**config.mk**
```make
export PLATFORM = sky130hd
export DESIGN_NAME = axis_tuple_packer
export DESIGN_NICKNAME = d
export VERILOG_FILES = /design/src/rtl/axis_tuple_packer.sv
export SDC_FILE = /design/constraint.sdc
export NUM_CORES = 1
export LEC_CHECK = 0
export ABC_CLOCK_PERIOD_IN_PS = 40000
export CORE_AREA = 2 2 290 292
export CTS_BUF_LIST = sky130_fd_sc_hd__clkbuf_8
export CTS_CLUSTER_DIAMETER = 200
export CTS_CLUSTER_SIZE = 30
export DETAILED_ROUTE_END_ITERATION = 12
export DIE_AREA = 0 0 292 294
export MAX_ROUTING_LAYER = met4
export PLACE_DENSITY = 0.53
export SETUP_SLACK_MARGIN = 0.2
export SYNTH_ARGS = -nofsm -noshare
export SYNTH_HDL_FRONTEND = slang
export SYNTH_SLANG_ARGS = --single-unit
```
**constraint.sdc**
```tcl
create_clock -name m_axis_aclk -period 40 [get_ports m_axis_aclk]
set_input_delay 4 -clock m_axis_aclk [delete_from_list [all_inputs] [get_ports m_axis_aclk]]
set_output_delay 4 -clock m_axis_aclk [all_outputs]
set_load 0.005 [all_outputs]
```
**src/rtl/axis_tuple_packer.sv**
```systemverilog
// Packs C_ITEM_WIDTH tuples from a FWFT FIFO into C_AXIS_TDATA_WIDTH AXI4-Stream beats with tkeep/tlast.
// Optional macro PACKER_SENTINEL_PAD_EN: pad the final partial beat with all-ones tuples and full tkeep.
module axis_tuple_packer #(
  parameter int C_AXIS_TDATA_WIDTH = 512,
  parameter int C_ITEM_WIDTH       = 128,
  parameter int C_COUNT_WIDTH      = 32
) (
  input  logic                            m_axis_aclk,
  input  logic                            m_axis_areset,
  input  logic                            cfg_start,
  input  logic [C_COUNT_WIDTH-1:0]        cfg_total_items,
  output logic                            busy,
  output logic                            done,
  input  logic                            item_valid,
  input  logic [C_ITEM_WIDTH-1:0]         item_data,
  output logic                            item_deq,
  output logic                            m_axis_tvalid,
  input  logic                            m_axis_tready,
  output logic [C_AXIS_TDATA_WIDTH-1:0]   m_axis_tdata,
  output logic [C_AXIS_TDATA_WIDTH/8-1:0] m_axis_tkeep,
  output logic                            m_axis_tlast
);
  localparam int N  = C_AXIS_TDATA_WIDTH / C_ITEM_WIDTH;
  localparam int IW = (N > 1) ? $clog2(N) : 1;
  localparam int KW = C_AXIS_TDATA_WIDTH / 8;
  localparam int LB = C_ITEM_WIDTH / 8;

  typedef enum logic [1:0] {IDLE, PACK, SEND, FIN} state_t;

  state_t                   state;
  logic [C_COUNT_WIDTH-1:0] remaining;
  logic [IW-1:0]            lane;
  logic [KW-1:0]            keep_f;
  logic                     last_item;

  assign item_deq  = (state == PACK) && item_valid;
  assign last_item = (remaining == C_COUNT_WIDTH'(1));

  // Byte enables for a beat whose highest filled lane is the one being written now.
  always_comb begin
    keep_f = '0;
    for (int k = 0; k < N; k++) begin
`ifdef PACKER_SENTINEL_PAD_EN
      keep_f[k*LB +: LB] = '1;
`else
      if (k <= int'(lane)) keep_f[k*LB +: LB] = '1;
`endif
    end
  end

  always_ff @(posedge m_axis_aclk or posedge m_axis_areset) begin
    if (m_axis_areset) begin
      state         <= IDLE;
      remaining     <= '0;
      lane          <= '0;
      busy          <= 1'b0;
      done          <= 1'b0;
      m_axis_tvalid <= 1'b0;
      m_axis_tdata  <= '0;
      m_axis_tkeep  <= '0;
      m_axis_tlast  <= 1'b0;
    end else begin
      done <= 1'b0;
      case (state)
        IDLE: begin
          // The done cycle still belongs to the finishing run, so starts are refused there.
          if (cfg_start && !done) begin
            remaining <= cfg_total_items;
            busy      <= 1'b1;
            lane      <= '0;
            state     <= (cfg_total_items == '0) ? FIN : PACK;
          end
        end
        PACK: begin
          if (item_valid) begin
            m_axis_tdata[int'(lane)*C_ITEM_WIDTH +: C_ITEM_WIDTH] <= item_data;
            remaining <= remaining - C_COUNT_WIDTH'(1);
            lane      <= lane + IW'(1);
            if (lane == IW'(N-1) || last_item) begin
              state         <= SEND;
              m_axis_tvalid <= 1'b1;
              m_axis_tlast  <= last_item;
              m_axis_tkeep  <= keep_f;
`ifdef PACKER_SENTINEL_PAD_EN
              for (int k = 0; k < N; k++)
                if (k > int'(lane)) m_axis_tdata[k*C_ITEM_WIDTH +: C_ITEM_WIDTH] <= '1;
`endif
            end
          end
        end
        SEND: begin
          if (m_axis_tready) begin
            m_axis_tvalid <= 1'b0;
            m_axis_tlast  <= 1'b0;
            m_axis_tkeep  <= '0;
            m_axis_tdata  <= '0;
            lane          <= '0;
            state         <= (remaining == '0) ? FIN : PACK;
          end
        end
        FIN: begin
          done  <= 1'b1;
          busy  <= 1'b0;
          state <= IDLE;
        end
        default: state <= IDLE;
      endcase
    end
  end
endmodule

```
* Yosys cells after proc, flatten, opt, wreduce, memory -nomap -nowiden
Index checks and enable logic that the tools add are counted.
Operators by class: multiplexer cells 35, equality and inequality tests 9, magnitude comparators 3, shift-type cells 2, reductions and logical operators 17, $add $sub $neg 3
Operators by type and width (count):
- $mux 512 | 2
- $pmux 512 s2 | 1
- $bwmux 512 | 1
- $shift 128x33->512 const A | 1
- $shiftx 128x33->512 | 1
- $mux 64 | 3
- $pmux 64 s2 | 1
- $logic_not 32->1 | 2
- $mux 32 | 2
- $pmux 32 s2 | 1
- $mux 16 | 3
- $neg 9->33 | 1
- $eq 32x1->1 const B | 1
- $sub 32x1->32 const B | 1
- $mux 2 | 9
- $reduce_and 4->1 | 3
- $pmux 2 s4 | 1
- $mux 1 | 7
- $eq 2x2->1 const B | 3
- $ne 2x2->1 const B | 3
- $pmux 1 s2 | 3
- $pmux 2 s3 | 1
- $reduce_and 3->1 | 2
- $reduce_bool 2->1 | 3
- 11 further kinds | 13
Storage, ports and cells: bits of input ports 165, register bits after elaboration 616, output and inout bits 581, logic and storage cells 78

* Longest topological paths before layout
depth in word-level cells 5, depth in mapped cells 11, depth with buffers taken out 6

* Least setup slack after synthesis
No wires, ideal clock.
path kind input to output, from input item_valid, to output item_deq, path slack 31692 ps, data arrival time 4308 ps, path buffers 1, stages 3, required time 36000 ps, path through nand2_1 -> inv_1 -> buf_2
On the way: cells in the longest elaborated chain, start to end 1
Ends and longest elaborated chain:
- start: declaration | RTL line 14 | input logic item_valid,
- $logic_and 1x1->1 | RTL line 36 | assign item_deq = (state == PACK) && item_valid;
- end: declaration | RTL line 16 | output logic item_deq,
Every way passes these cells.

* Worst setup path after layout
Ends and elaborated chain as after synthesis.

==> qor.yml <==
floorplan:
  core_area_um2: 82900
  io_pins: 746
  fp-row-count: 106
  dieWidth_um: 292
  die_area_um2: 85800
  dieHeight_um: 294
  initial_core_util: 0.262
route:
  first_iter_violations: 1160
  wl_met1_mm: 33.3
  dr_wl_met2_mm: 40.2
  viasPerCell: 4.97
  routed_wl_mm: 82.6
  top_layer_used: "met4"
  met3WireLength_mm: 6.63
  drcViolationCount: 0
  num_vias: 17400
  firstDrtPassIters: 5
  ant_nets: 0
  routedWlPerCell_um: 23.6
critical_path:
  path_depth: 4
  crit_family: "buffers and inverters"
  path_buf_inv: 3
  required_ns: 36.00
  path_cells: "clkdlybuf4s50_1 > nand2_1 > inv_1 > clkdlybuf4s50_1"
  crit_type: "input pin to output port"
  cp-end-kind: "output port"
  cpPeakStageDelay_ns: 0.63
  cp_slowest_cell: "clkdlybuf4s50_1"
  crit_arrival_ns: 5.80
  r2r_cells: 8
  worst_path_most_repeated_cell: "clkdlybuf4s50_1"
  start_kind: "input pin"
  rrSetupSlack_ns: 35.98
  cp_max_fo: 11
synth:
  synth_top_area_frac: 0.641
  ys_ff_latch: 555
  synthSimpleGateAreaFrac: 0.0837
  synth_top_flop_cell: "dfrtp_1"
  yosysSeqAreaShare: 0.641
  netlist_area_um2: 21700
  postSynth.asyncResetShare: 1.00
  yosys.area.top_type: "dfrtp_1"
  synth_edf_count: 0
  yosysUniqueCellTypes: 56
  synth_area_leaders: "dfrtp_1 64%, a22o_1 16%, nand2_1 5.1%"
  synth_fa_ha_area_frac: 0.00462
  avgSynthCellArea_um2: 11.9
  synth_compound_area_frac: 0.216
  yosys_warnings: 0
  synth-xor-area-share: 0
  syn_inst: 1825
  synth_mux_area_frac: 0.00237
  synth_top_family_by_area: "compound AO/OA/AOI/OAI gates"
  synthesis.nets: 1998
placement:
  io_buffers: 745
  hpwl_mm: 57.0
  place_congestion: 0.854
layout:
  fin_nets: 2585
  fin_util: 0.362
  multi_input_area_um2: 6730
  nFillCells: 8108
  drive_above_1_share: 0.0303
  seq_area_um2: 13900
  area_growth_pct: 38.5
timing:
  fin_crit_sh: 0.245
  rsz0062_at_grt: "false"
  finalMaxSlewViolations: 0
  tightest_slew_ns: 1.15
  setup_viol: 0
  finalSetupTns_ns: 0
  finalHoldViolations: 0
  fin_skew_ns: 0.0834
  fmax_mhz: 102
  layout_min_cycle_time_ns: 9.80
  max-slew-margin-rel: 0.230
global_route:
  grt_max_degree: 127
  gr-total-overflow: 0
  grt_pass1_wl_mm: 122
  antenna_found_initial: 4
  grt_usage: 0.190
  grt_pass1_vias: 17500
clocking:
  root_buffer: "clkbuf_8"
  cts_inserted_buffers: 22
  cts.path.max_buffers: 3
  hold_buffers: 0
  postCtsSetupRepairBufs: 0
  tritoncts_num_sinks: 555
  clkTransAtPathRegs_ns: 0.17
  clock_latency_ns: 0.71
  ctsResizeCount: 0
  tritoncts: "yes"
  cts_max_level: 1
power:
  peakVddDrop_mv: 0.0272
  p_per_area_nw_per_um2: 66.6
  p_leak_nw: 12.7
run_status:
  status: "finished clean"
min_path:
  whs_path_depth: 2
  min_path_type: "flop to flop"
job:
  drv_cap: 0
sequential cells by signal (all words and copies together) (netlist names):
| name | count |
|---|---|
| m_axis_tkeep | 4 |
| m_axis_tlast | 1 |
| busy | 1 |
| lane | 2 |
| state | 2 |
| m_axis_tdata | 512 |
| remaining | 32 |
| done | 1 |
tightest hold or removal path: stages (launching register included):
cell and delay [ns]:
dfrtp_1 0.38, nand2_1 0.04, o21ai_0 0.06
through the flow:
step	instance area [µm²]	cells	hold slack (ns)	power (mW)	setup WS, ns
after floorplan	21700	1825	0.473	1.24	20.48
after global placement	29700	3468	0.463	1.78	30.22
final	30000	3497	0.503	2.00	30.20
after CTS	30000	3492	0.509	2.03	30.21
after detailed placement	29700	3468	0.469	1.79	30.21
after global routing	30000	3496	0.527	2.12	30.09
cells in the final DEF, fill, tap and decap left out, types with 2 or more instances in the layout:
cell type,count
or3_1,6
a32oi_1,2
nand4_1,10
o41ai_1,5
or2_2,4
nor2_1,30
nor3_1,13
a211oi_1,2
nand4b_1,2
o32ai_1,3
o211ai_1,2
a2bb2oi_1,7
nor4_2,4
diode_2,5
nand3_1,17
a22oi_1,5
clkdlybuf4s50_1,745
mux2i_1,4
or4_1,4
nor3_2,2
o22ai_1,11
and2_1,4
dfrtp_1,555
a21oi_4,4
inv_1,9
clkbuf_8,22
ha_1,8
a21o_1,2
o2bb2ai_1,2
a21oi_1,31
buf_4,28
nand3b_1,3
nand2_1,295
nor4_1,13
o21a_1,2
o21ai_0,145
a22o_1,386
power by group:
group	switching [mW]	internal (mW)	total [mW]
clock network	0.176	0.0518	0.228
logic	0.374	0.515	0.889
registers	0.135	0.749	0.884
total	0.685	1.32	2.00
area by class of cell:
class,count,share of cell area
diodes,5,0.000417
clock buffers,22,0.0101
clock inverters,2,0.000834
inverters,10,0.00150
multi-input cells,1050,0.224
flip-flops and latches,555,0.463
well taps,1080,0.0450
repair buffers,773,0.255
path summary, 6_finish.rpt:
path | from | endpoint
worst max register to register | state[0] | m_axis_tdata[67]
min in group asynchronous | m_axis_areset | m_axis_tdata[409]
worst min-delay path | m_axis_tdata[362] | m_axis_tdata[362]
worst max-delay path | item_valid | item_deq
worst min register to register | m_axis_tdata[362] | m_axis_tdata[362]
max in group asynchronous | m_axis_areset | m_axis_tdata[343]
kinds of logic (layout without fill, tap and decap cells):
logic type,Yosys count,after routing
AO/OA/AOI/OAI,618,618
adder cells (fa/ha/maj),8,8
buffers and inverters,220,807
flip-flops,555,555
multiplexers,5,5
other,0,5
AND/OR/NAND/NOR,419,419
cell usage after synthesis, types with 3 or more instances:
cell type / count
or2_2: 4
nand4_1: 10
nand3b_1: 3
nand3_1: 17
buf_2: 63
nand2_1: 295
a22oi_1: 5
or4_1: 4
o22ai_1: 11
inv_1: 10
nor4_1: 15
dfrtp_1: 555
buf_4: 61
a22o_1: 386
nor2_1: 30
o41ai_1: 5
or3_1: 6
o21ai_0: 145
o32ai_1: 3
nor3_1: 15
clkbuf_1: 82
and2_1: 4
ha_1: 8
a2bb2oi_1: 7
buf_1: 3
mux2i_1: 4
a21oi_1: 36
layer usage:
layer  GRT usage  vias up
met5           -        -
met4      0.0559        0
met3      0.0471      107
met2       0.313      715
met1       0.230     8851
li1            -     7691
No activity file was read; power rests on OpenSTA's default activity.
